==> config.mk <==
export PLATFORM = sky130hd
export DESIGN_NAME = noc_bus_arbiter
export DESIGN_NICKNAME = d
export VERILOG_FILES = /design/src/rtl/noc_bus_arbiter.sv
export SDC_FILE = /design/constraint.sdc
export NUM_CORES = 1
export LEC_CHECK = 0
export CAP_MARGIN = 5
export CORE_MARGIN = 2
export CORE_UTILIZATION = 45
export DETAILED_ROUTE_END_ITERATION = 7
export GPL_ROUTABILITY_DRIVEN = 1
export GPL_TIMING_DRIVEN = 0
export PLACE_DENSITY = 0.81
export SYNTH_ARGS = -nofsm -noshare
export SYNTH_HDL_FRONTEND = slang
export SYNTH_SLANG_ARGS = --single-unit
==> constraint.sdc <==
create_clock -name clk -period 4.7 [get_ports clk]
set_input_delay 1.41 -clock clk [delete_from_list [all_inputs] [get_ports clk]]
set_output_delay 1.41 -clock clk [all_outputs]
set_load 0.01 [all_outputs]
==> src/rtl/noc_bus_arbiter.sv <==
// ---------------------------------------------------------------------------
// noc_bus_arbiter
//
// Arbitrates the shared 8-bit NoC data bus and the shared ack bus among four
// agents (MEM=0, SHA=1, AES=2, CTRL=3).
//
// Data bus : round-robin tenures, each capped at MAX_BEATS valid&ready beats,
//            followed by a one-cycle turnaround before the next arbitration.
// Ack bus  : independent single-cycle round-robin, can grant every cycle.
//
// Optional feature: define NOC_BUS_ARB_TIMEOUT_EN to revoke a tenure after
// TIMEOUT_CYCLES consecutive cycles without a beat (pulses timeout_err).
// Without the macro timeout_err is tied low.
//
// Ports:
//   clk, rst     clock, synchronous active-high reset
//   bus_req      per-agent data-bus request, held for the whole tenure
//   bus_valid    observed bus valid
//   bus_ready    observed bus ready
//   bus_grant    one-hot drive permission
//   bus_owner    current/last owner ID (bus mux select)
//   bus_busy     high while a grant is active
//   beat_count   beats completed in the current/last tenure
//   stray_beat   pulse: a beat was seen while nobody held the bus
//   ack_req      per-agent ack-bus request
//   ack_dest     destination ID per agent, [2i+1:2i] for agent i
//   ack_grant    one-hot one-cycle ack strobe
//   ack_owner    winning agent ID
//   ack_id       destination ID carried on the ack bus
//   ack_valid    ack bus carries a valid ack
//   timeout_err  pulse on forced revoke (optional feature only)
// ---------------------------------------------------------------------------
module noc_bus_arbiter #(
    parameter int MAX_BEATS      = 36,
    parameter int TIMEOUT_CYCLES = 64
) (
    input  logic       clk,
    input  logic       rst,
    input  logic [3:0] bus_req,
    input  logic       bus_valid,
    input  logic       bus_ready,
    output logic [3:0] bus_grant,
    output logic [1:0] bus_owner,
    output logic       bus_busy,
    output logic [8:0] beat_count,
    output logic       stray_beat,
    input  logic [3:0] ack_req,
    input  logic [7:0] ack_dest,
    output logic [3:0] ack_grant,
    output logic [1:0] ack_owner,
    output logic [1:0] ack_id,
    output logic       ack_valid,
    output logic       timeout_err
);

    // Elaboration-time parameter range guard.
    if (MAX_BEATS < 1 || MAX_BEATS > 511 ||
        TIMEOUT_CYCLES < 2 || TIMEOUT_CYCLES > 1023) begin : g_param_check
        $error("noc_bus_arbiter: parameter out of range");
    end

    typedef enum logic [1:0] {
        IDLE       = 2'd0,
        GRANT      = 2'd1,
        TURNAROUND = 2'd2
    } state_t;

    state_t     state, state_nx;
    logic [3:0] bus_grant_nx;
    logic [1:0] bus_owner_nx;
    logic       bus_busy_nx;
    logic [8:0] beat_count_nx;
    logic       stray_beat_nx;
    logic [1:0] last_owner, last_owner_nx;
    logic [1:0] bus_win;
    logic       beat;
    logic [8:0] beat_inc;
    logic       cap_hit;
    logic       expire;

    logic [3:0] ack_grant_nx;
    logic [1:0] ack_owner_nx;
    logic [1:0] ack_id_nx;
    logic       ack_valid_nx;
    logic [1:0] ack_ptr, ack_ptr_nx;
    logic [1:0] ack_win;

    // Round-robin pick: search ptr+1, ptr+2, ptr+3, ptr; the last winner
    // (ptr) therefore has the lowest priority.
    function automatic logic [1:0] rr_pick(input logic [3:0] req, input logic [1:0] ptr);
        logic [1:0] idx;
        logic       found;
        rr_pick = ptr;
        found   = 1'b0;
        for (int i = 1; i <= 4; i++) begin
            idx = ptr + 2'(i);
            if (!found && req[idx]) begin
                rr_pick = idx;
                found   = 1'b1;
            end
        end
    endfunction

    assign beat     = bus_valid & bus_ready;
    assign beat_inc = (beat_count == 9'd511) ? 9'd511 : beat_count + 9'd1;
    assign cap_hit  = beat && (beat_inc == 9'(MAX_BEATS));
    assign bus_win  = rr_pick(bus_req, last_owner);
    assign ack_win  = rr_pick(ack_req, ack_ptr);

`ifdef NOC_BUS_ARB_TIMEOUT_EN
    logic [9:0] idle_cnt, idle_cnt_nx;
    logic       timeout_err_nx;
`endif

    // Data-bus FSM: next state and next registered outputs.
    always_comb begin
        state_nx      = state;
        bus_grant_nx  = bus_grant;
        bus_owner_nx  = bus_owner;
        bus_busy_nx   = bus_busy;
        beat_count_nx = beat_count;
        last_owner_nx = last_owner;
        stray_beat_nx = 1'b0;
        expire        = 1'b0;
`ifdef NOC_BUS_ARB_TIMEOUT_EN
        idle_cnt_nx    = idle_cnt;
        timeout_err_nx = 1'b0;
`endif
        case (state)
            IDLE: begin
                stray_beat_nx = beat;
                if (|bus_req) begin
                    state_nx      = GRANT;
                    bus_grant_nx  = 4'b0001 << bus_win;
                    bus_owner_nx  = bus_win;
                    bus_busy_nx   = 1'b1;
                    beat_count_nx = 9'd0;
                    last_owner_nx = bus_win;
`ifdef NOC_BUS_ARB_TIMEOUT_EN
                    idle_cnt_nx   = 10'd0;
`endif
                end
            end
            GRANT: begin
                if (beat) begin
                    beat_count_nx = beat_inc;
                end
`ifdef NOC_BUS_ARB_TIMEOUT_EN
                // A beat in the would-be expiry cycle keeps the tenure alive.
                if (beat) begin
                    idle_cnt_nx = 10'd0;
                end else if (idle_cnt == 10'(TIMEOUT_CYCLES - 1)) begin
                    expire = 1'b1;
                end else begin
                    idle_cnt_nx = idle_cnt + 10'd1;
                end
`endif
                if (!bus_req[bus_owner] || cap_hit || expire) begin
                    state_nx     = TURNAROUND;
                    bus_grant_nx = 4'b0000;
                    bus_busy_nx  = 1'b0;
`ifdef NOC_BUS_ARB_TIMEOUT_EN
                    timeout_err_nx = expire;
`endif
                end
            end
            TURNAROUND: begin
                stray_beat_nx = beat;
                state_nx      = IDLE;
            end
            default: begin
                state_nx = IDLE;
            end
        endcase
    end

    // Ack arbiter: one decision per cycle, owner/id hold while idle.
    always_comb begin
        ack_grant_nx = 4'b0000;
        ack_valid_nx = 1'b0;
        ack_owner_nx = ack_owner;
        ack_id_nx    = ack_id;
        ack_ptr_nx   = ack_ptr;
        if (|ack_req) begin
            ack_grant_nx = 4'b0001 << ack_win;
            ack_valid_nx = 1'b1;
            ack_owner_nx = ack_win;
            ack_id_nx    = ack_dest[{ack_win, 1'b0} +: 2];
            ack_ptr_nx   = ack_win;
        end
    end

    always_ff @(posedge clk) begin
        if (rst) begin
            state      <= IDLE;
            bus_grant  <= 4'b0000;
            bus_owner  <= 2'd0;
            bus_busy   <= 1'b0;
            beat_count <= 9'd0;
            stray_beat <= 1'b0;
            last_owner <= 2'd3;
            ack_grant  <= 4'b0000;
            ack_owner  <= 2'd0;
            ack_id     <= 2'd0;
            ack_valid  <= 1'b0;
            ack_ptr    <= 2'd3;
        end else begin
            state      <= state_nx;
            bus_grant  <= bus_grant_nx;
            bus_owner  <= bus_owner_nx;
            bus_busy   <= bus_busy_nx;
            beat_count <= beat_count_nx;
            stray_beat <= stray_beat_nx;
            last_owner <= last_owner_nx;
            ack_grant  <= ack_grant_nx;
            ack_owner  <= ack_owner_nx;
            ack_id     <= ack_id_nx;
            ack_valid  <= ack_valid_nx;
            ack_ptr    <= ack_ptr_nx;
        end
    end

`ifdef NOC_BUS_ARB_TIMEOUT_EN
    always_ff @(posedge clk) begin
        if (rst) begin
            idle_cnt    <= 10'd0;
            timeout_err <= 1'b0;
        end else begin
            idle_cnt    <= idle_cnt_nx;
            timeout_err <= timeout_err_nx;
        end
    end
`else
    assign timeout_err = 1'b0;
`endif

endmodule

==> report_table.html, run 1 <==
<table>
<tr><th>Metric</th><th>Value</th></tr>
<tr><th colspan="2">Critical path</th></tr>
<tr><td>Path type of the worst setup path</td><td>input pin to register</td></tr>
<tr><td>Element type at the critical path start</td><td>input pin</td></tr>
<tr><td>CP arrival</td><td>3.38 ns</td></tr>
<tr><td>Endpoint type of the worst setup path</td><td>register</td></tr>
<tr><td>Critical path cell sequence</td><td>clkdlybuf4s50_1 &gt; nor4_1 &gt; nor3_1 &gt; nor2_1 &gt; o21ai_0 &gt; a21oi_1</td></tr>
<tr><td>Top Family by Delay on Critical Path</td><td>simple AND/OR/NAND/NOR gates</td></tr>
<tr><td>Critical path data required time</td><td>4.96 ns</td></tr>
<tr><td>Endpoint of the most critical register-to-register path</td><td>bus_grant[2]</td></tr>
<tr><td>Buffering stage count on the worst path with inverters included</td><td>1</td></tr>
<tr><td>CP max stage cell</td><td>sky130_fd_sc_hd__nor4_1</td></tr>
<tr><td>Delay of the slowest cell on the worst path</td><td>0.54 ns</td></tr>
<tr><td>Critical path fanouts, max</td><td>8</td></tr>
<tr><td>Crit Reg-Reg Startpoint</td><td>beat_count[0]</td></tr>
<tr><td>Number of cells on the worst reg-to-reg path</td><td>6</td></tr>
<tr><td>Flop-to-flop setup slack</td><td>2.44 ns</td></tr>
<tr><th colspan="2">Yosys</th></tr>
<tr><td>Area share of the leading cell type in the synthesized netlist</td><td>39.7%</td></tr>
<tr><td>Post-Syn Area</td><td>1610 sq um</td></tr>
<tr><td>Yosys reg bits</td><td>32</td></tr>
<tr><td>Number of enable-type register cells in the synthesized netlist</td><td>0</td></tr>
<tr><td>Seq/Total Area, Yosys</td><td>39.7%</td></tr>
<tr><td>Leading area contributor after synthesis</td><td>sky130_fd_sc_hd__dfxtp_1</td></tr>
<tr><td>Number of nets in the synthesized netlist</td><td>223</td></tr>
<tr><td>Top post-synthesis cells by area</td><td>sky130_fd_sc_hd__dfxtp_1 (40%), sky130_fd_sc_hd__o21ai_0 (6.2%), sky130_fd_sc_hd__a21oi_1 (5.3%)</td></tr>
<tr><td>Fraction of registers with async set/reset</td><td>0%</td></tr>
<tr><td>Number of distinct standard cells referenced by the synthesized netlist</td><td>44</td></tr>
<tr><td>Most used flip-flop cell after synthesis</td><td>sky130_fd_sc_hd__dfxtp_1</td></tr>
<tr><td>Post-Synthesis Cells</td><td>202</td></tr>
<tr><td>Count of synthesis-stage warnings from yosys</td><td>0</td></tr>
<tr><td>Post-synthesis area per instance</td><td>7.99 sq um</td></tr>
<tr><th colspan="2">CTS</th></tr>
<tr><td>Number of gates resized after cts</td><td>0</td></tr>
<tr><td>Clk_lat worst skew</td><td>0.33 ns</td></tr>
<tr><td>CTS tree</td><td>built</td></tr>
<tr><td>Number of buffers on the longest clock path</td><td>2</td></tr>
<tr><td>CTS root buf</td><td>sky130_fd_sc_hd__clkbuf_4</td></tr>
<tr><td>Post-CTS setup repair buffer count</td><td>0</td></tr>
<tr><td>Clock-pin slew on the worst setup and hold paths</td><td>0.09 ns</td></tr>
<tr><td>Sink count of the clock tree</td><td>32</td></tr>
<tr><td>CTS H-tree depth</td><td>2</td></tr>
<tr><td>Total CTS buffers</td><td>5</td></tr>
<tr><td>Hold bufs inserted after CTS</td><td>0</td></tr>
<tr><th colspan="2">GRT</th></tr>
<tr><td>Antenna violations before repair</td><td>0</td></tr>
<tr><td>Vias in the first global route</td><td>1360</td></tr>
<tr><td>Maximum number of pins on one net before global-route repair</td><td>11</td></tr>
<tr><td>Wire length of the first global-routing pass</td><td>6180 microns</td></tr>
<tr><td>Total Routing Usage GR</td><td>18.9%</td></tr>
<tr><td>Remaining Overflow, GRT</td><td>0</td></tr>
<tr><th colspan="2">Place</th></tr>
<tr><td>Placed wire-length estimate</td><td>2720 microns</td></tr>
<tr><td>Final weighted congestion of routability-driven global placement</td><td>0.812</td></tr>
<tr><td>Count of port buffers added during placement</td><td>44</td></tr>
<tr><td>Instance area at placement</td><td>2110 sq um</td></tr>
<tr><th colspan="2">Run</th></tr>
<tr><td>Number of max-cap violations</td><td>0</td></tr>
<tr><th colspan="2">Hold path</th></tr>
<tr><td>Sink of the worst hold path</td><td>ack_owner[0]</td></tr>
<tr><td>Class of the most critical hold timing path</td><td>register to register</td></tr>
<tr><td>Hold Crit Start</td><td>ack_owner[0]</td></tr>
<tr><td>Hold path depth</td><td>2</td></tr>
<tr><th colspan="2">Finish</th></tr>
<tr><td>Design Area, Final</td><td>2160 sq um</td></tr>
<tr><td>Final Core Density</td><td>63.7%</td></tr>
<tr><td>Net count of the finished layout</td><td>274</td></tr>
<tr><td>Number of diodes added for antenna fixing</td><td>0</td></tr>
<tr><td>Share of post-route cells with drive strength above 1</td><td>5.14%</td></tr>
<tr><td>Area Growth Syn to Fin</td><td>33.7%</td></tr>
<tr><th colspan="2">Timing</th></tr>
<tr><td>Setup repair after global routing missed its margin</td><td>no</td></tr>
<tr><td>Ratio of final minimum period to clock period</td><td>66.5%</td></tr>
<tr><td>Slew HR</td><td>45.9%</td></tr>
<tr><td>Fin Setup TNS</td><td>0 ns</td></tr>
<tr><td>Post-layout minimum cycle time</td><td>3.13 ns</td></tr>
<tr><td>Count of endpoints failing setup in the final report</td><td>0</td></tr>
<tr><td>Worst clock skew</td><td>0.0107 ns</td></tr>
<tr><td>Final hold vios</td><td>0</td></tr>
<tr><td>Transition at the pin with the smallest max-transition slack</td><td>0.806 ns</td></tr>
<tr><td>Max Clk Rate</td><td>320 MHz</td></tr>
<tr><td>Fin. max-slew vios</td><td>0</td></tr>
<tr><th colspan="2">Detailed routing</th></tr>
<tr><td>Vias</td><td>1632</td></tr>
<tr><td>Post-DR vias/cell</td><td>5.46</td></tr>
<tr><td>First-pass iteration count of the detailed router</td><td>4</td></tr>
<tr><td>Antenna-violating nets left</td><td>0</td></tr>
<tr><td>DRC viols</td><td>0</td></tr>
<tr><td>Detailed-route wire length per cell</td><td>12.5 microns</td></tr>
<tr><td>Total wire length</td><td>3730 microns</td></tr>
<tr><td>DR iter-0 viols</td><td>93</td></tr>
<tr><th colspan="2">Die</th></tr>
<tr><td>I/O pins</td><td>47</td></tr>
<tr><td>DIE HEIGHT</td><td>63.9 microns</td></tr>
<tr><td>Die X</td><td>63.9 microns</td></tr>
<tr><td>Initial Util</td><td>47.6%</td></tr>
<tr><td>Floorplan row count</td><td>21</td></tr>
<tr><td>Die area</td><td>4080 sq um</td></tr>
<tr><td>Placeable core region</td><td>3390 sq um</td></tr>
<tr><th colspan="2">Pwr</th></tr>
<tr><td>Total power draw</td><td>698 uW</td></tr>
<tr><td>Power per Cell Area</td><td>323 nW/um^2</td></tr>
<tr><td>IR drop worst, VDD</td><td>0.000196 V</td></tr>
<tr><td>Leakage power of the design</td><td>0.800 nW</td></tr>
<tr><th colspan="2">Run status</th></tr>
<tr><td>Result of the run</td><td>completed</td></tr>
</table>
==> final cells by class <==
cell class / count / area, sq um
Tap cell: 46 / 57.6
Inverter: 6 / 22.5
Clock inverter: 1 / 5.00
Multi-Input combinational cell: 154 / 908
Fill cell: 312 / 1230
Buffer: 10 / 42.5
Timing Repair Buffer: 44 / 440
Clock buffer: 6 / 41.3
Sequential cell: 32 / 641
==> worst max path at each step <==
stage	from	to	slack, ns	cells past startpoint
2_1_floorplan	bus_valid	bus_grant[0]	2.10	5
3_3_place_gp	bus_req[3]	beat_count[6]	1.26	6
3_5_place_dp	bus_req[3]	beat_count[4]	1.28	6
4_1_cts	bus_req[3]	beat_count[4]	1.65	6
5_1_grt	bus_req[3]	beat_count[3]	1.41	6
6_report	bus_req[1]	beat_count[4]	1.57	6
==> logic make-up (layout without fill, tap and decap cells) <==
kind of cell	count (synthesis)	in the layout	synth area share, %
simple gates	87	87	27.8
compound gates	59	59	22.9
flops	32	32	39.7
buf+inv	16	67	4.03
mux	6	6	4.50
fa+ha+maj	1	1	0.775
other cells	1	1	0.232
==> layer usage <==
layer | part of all wire (%) | up-vias | GRT usage [%]
met1 | 47 | 735 | 25.1
met5 | 0 | - | 0
met3 | 8.9 | 6 | 7.75
li1 | - | 831 | -
met4 | 1.5 | 0 | 6.79
met2 | 43 | 60 | 27.5
==> sequential cells by signal, summed over array words and instances, names as in the netlist <==
name,count
bus_owner,2
ack_id,2
bus_grant,4
beat_count,9
stray_beat,1
last_owner,2
ack_owner,2
bus_busy,1
ack_ptr,2
state,2
ack_grant,4
ack_valid,1
==> placed cells by master (no fill, tap or decap), drive strengths merged, types with 2 or more instances in the layout <==
cell	netlist	final
a211o	2	2
and3	3	3
nor4	3	3
o21ai	21	21
or4	3	3
nor2b	6	6
a211oi	3	3
a311oi	2	2
clkdlybuf4s50	0	44
o221a	2	2
buf	2	2
o221ai	2	2
a21oi	17	17
or3	2	2
nand3b	2	2
mux2i	5	5
dfxtp	32	32
nand3	7	7
nor3	11	11
and2	3	3
a31oi	2	2
nor2	20	20
nand2	17	17
clkbuf	8	14
nand2b	7	7
inv	6	6
==> through the flow <==
stage / hold slack (ns) / setup WS (ns) / cells
final: 0.509 / 1.57 / 299
after global routing: 0.536 / 1.41 / 299
after CTS: 0.509 / 1.65 / 299
after detailed placement: 0.490 / 1.28 / 292
after global placement: 0.487 / 1.26 / 292
after floorplan: 0.473 / 2.10 / 202
==> worst reg2reg max path: stages (launching register included) <==
cell and delay [ns]:
sky130_fd_sc_hd__dfxtp_1 0.51, sky130_fd_sc_hd__ha_1 0.30, sky130_fd_sc_hd__or3_1 0.29, sky130_fd_sc_hd__or4_1 0.41, sky130_fd_sc_hd__a311oi_2 0.32, sky130_fd_sc_hd__nor2_1 0.11, sky130_fd_sc_hd__o221a_1 0.21
==> report_power, final <==
part           internal [mW]  switching (mW)  total [mW]
Combinational          0.108           0.119       0.228
Sequential             0.302          0.0227       0.325
Clock                 0.0550          0.0899       0.145
Total                  0.466           0.232       0.698
==> cells in the mapped netlist (all sizes together) (2+ instances only) <==
cell type  number
a311oi          2
nor4            3
nand2          17
nand3b          2
a31oi           2
o21ai          21
or3             2
buf             2
a211oi          3
a21oi          17
inv             6
nand2b          7
mux2i           5
o221a           2
nor2           20
dfxtp          32
clkbuf          8
nor2b           6
a211o           2
nand3           7
nor3           11
or4             3
and2            3
and3            3
o221ai          2
No activity file was read; power rests on OpenSTA's default activity.
==> run 2, diff against run 1 <==
==> constraint.sdc (replaced) <==
create_clock -name clk -period 3.11 [get_ports clk]
set_input_delay 0.933 -clock clk [delete_from_list [all_inputs] [get_ports clk]]
set_output_delay 0.933 -clock clk [all_outputs]
set_load 0.01 [all_outputs]
==> results of run 2 <==
The final DEF is identical to that of run 1. Status: completed.
Among the figures that moved: setup slack after placement 1.28 ns -> 0.171 ns; setup slack after layout 1.57 ns -> 0.461 ns; register-to-register setup slack 2.44 ns -> 0.85 ns; total power 0.698 mW -> 1.05 mW; worst IR drop on VDD 0.000196 V -> 0.000296 V
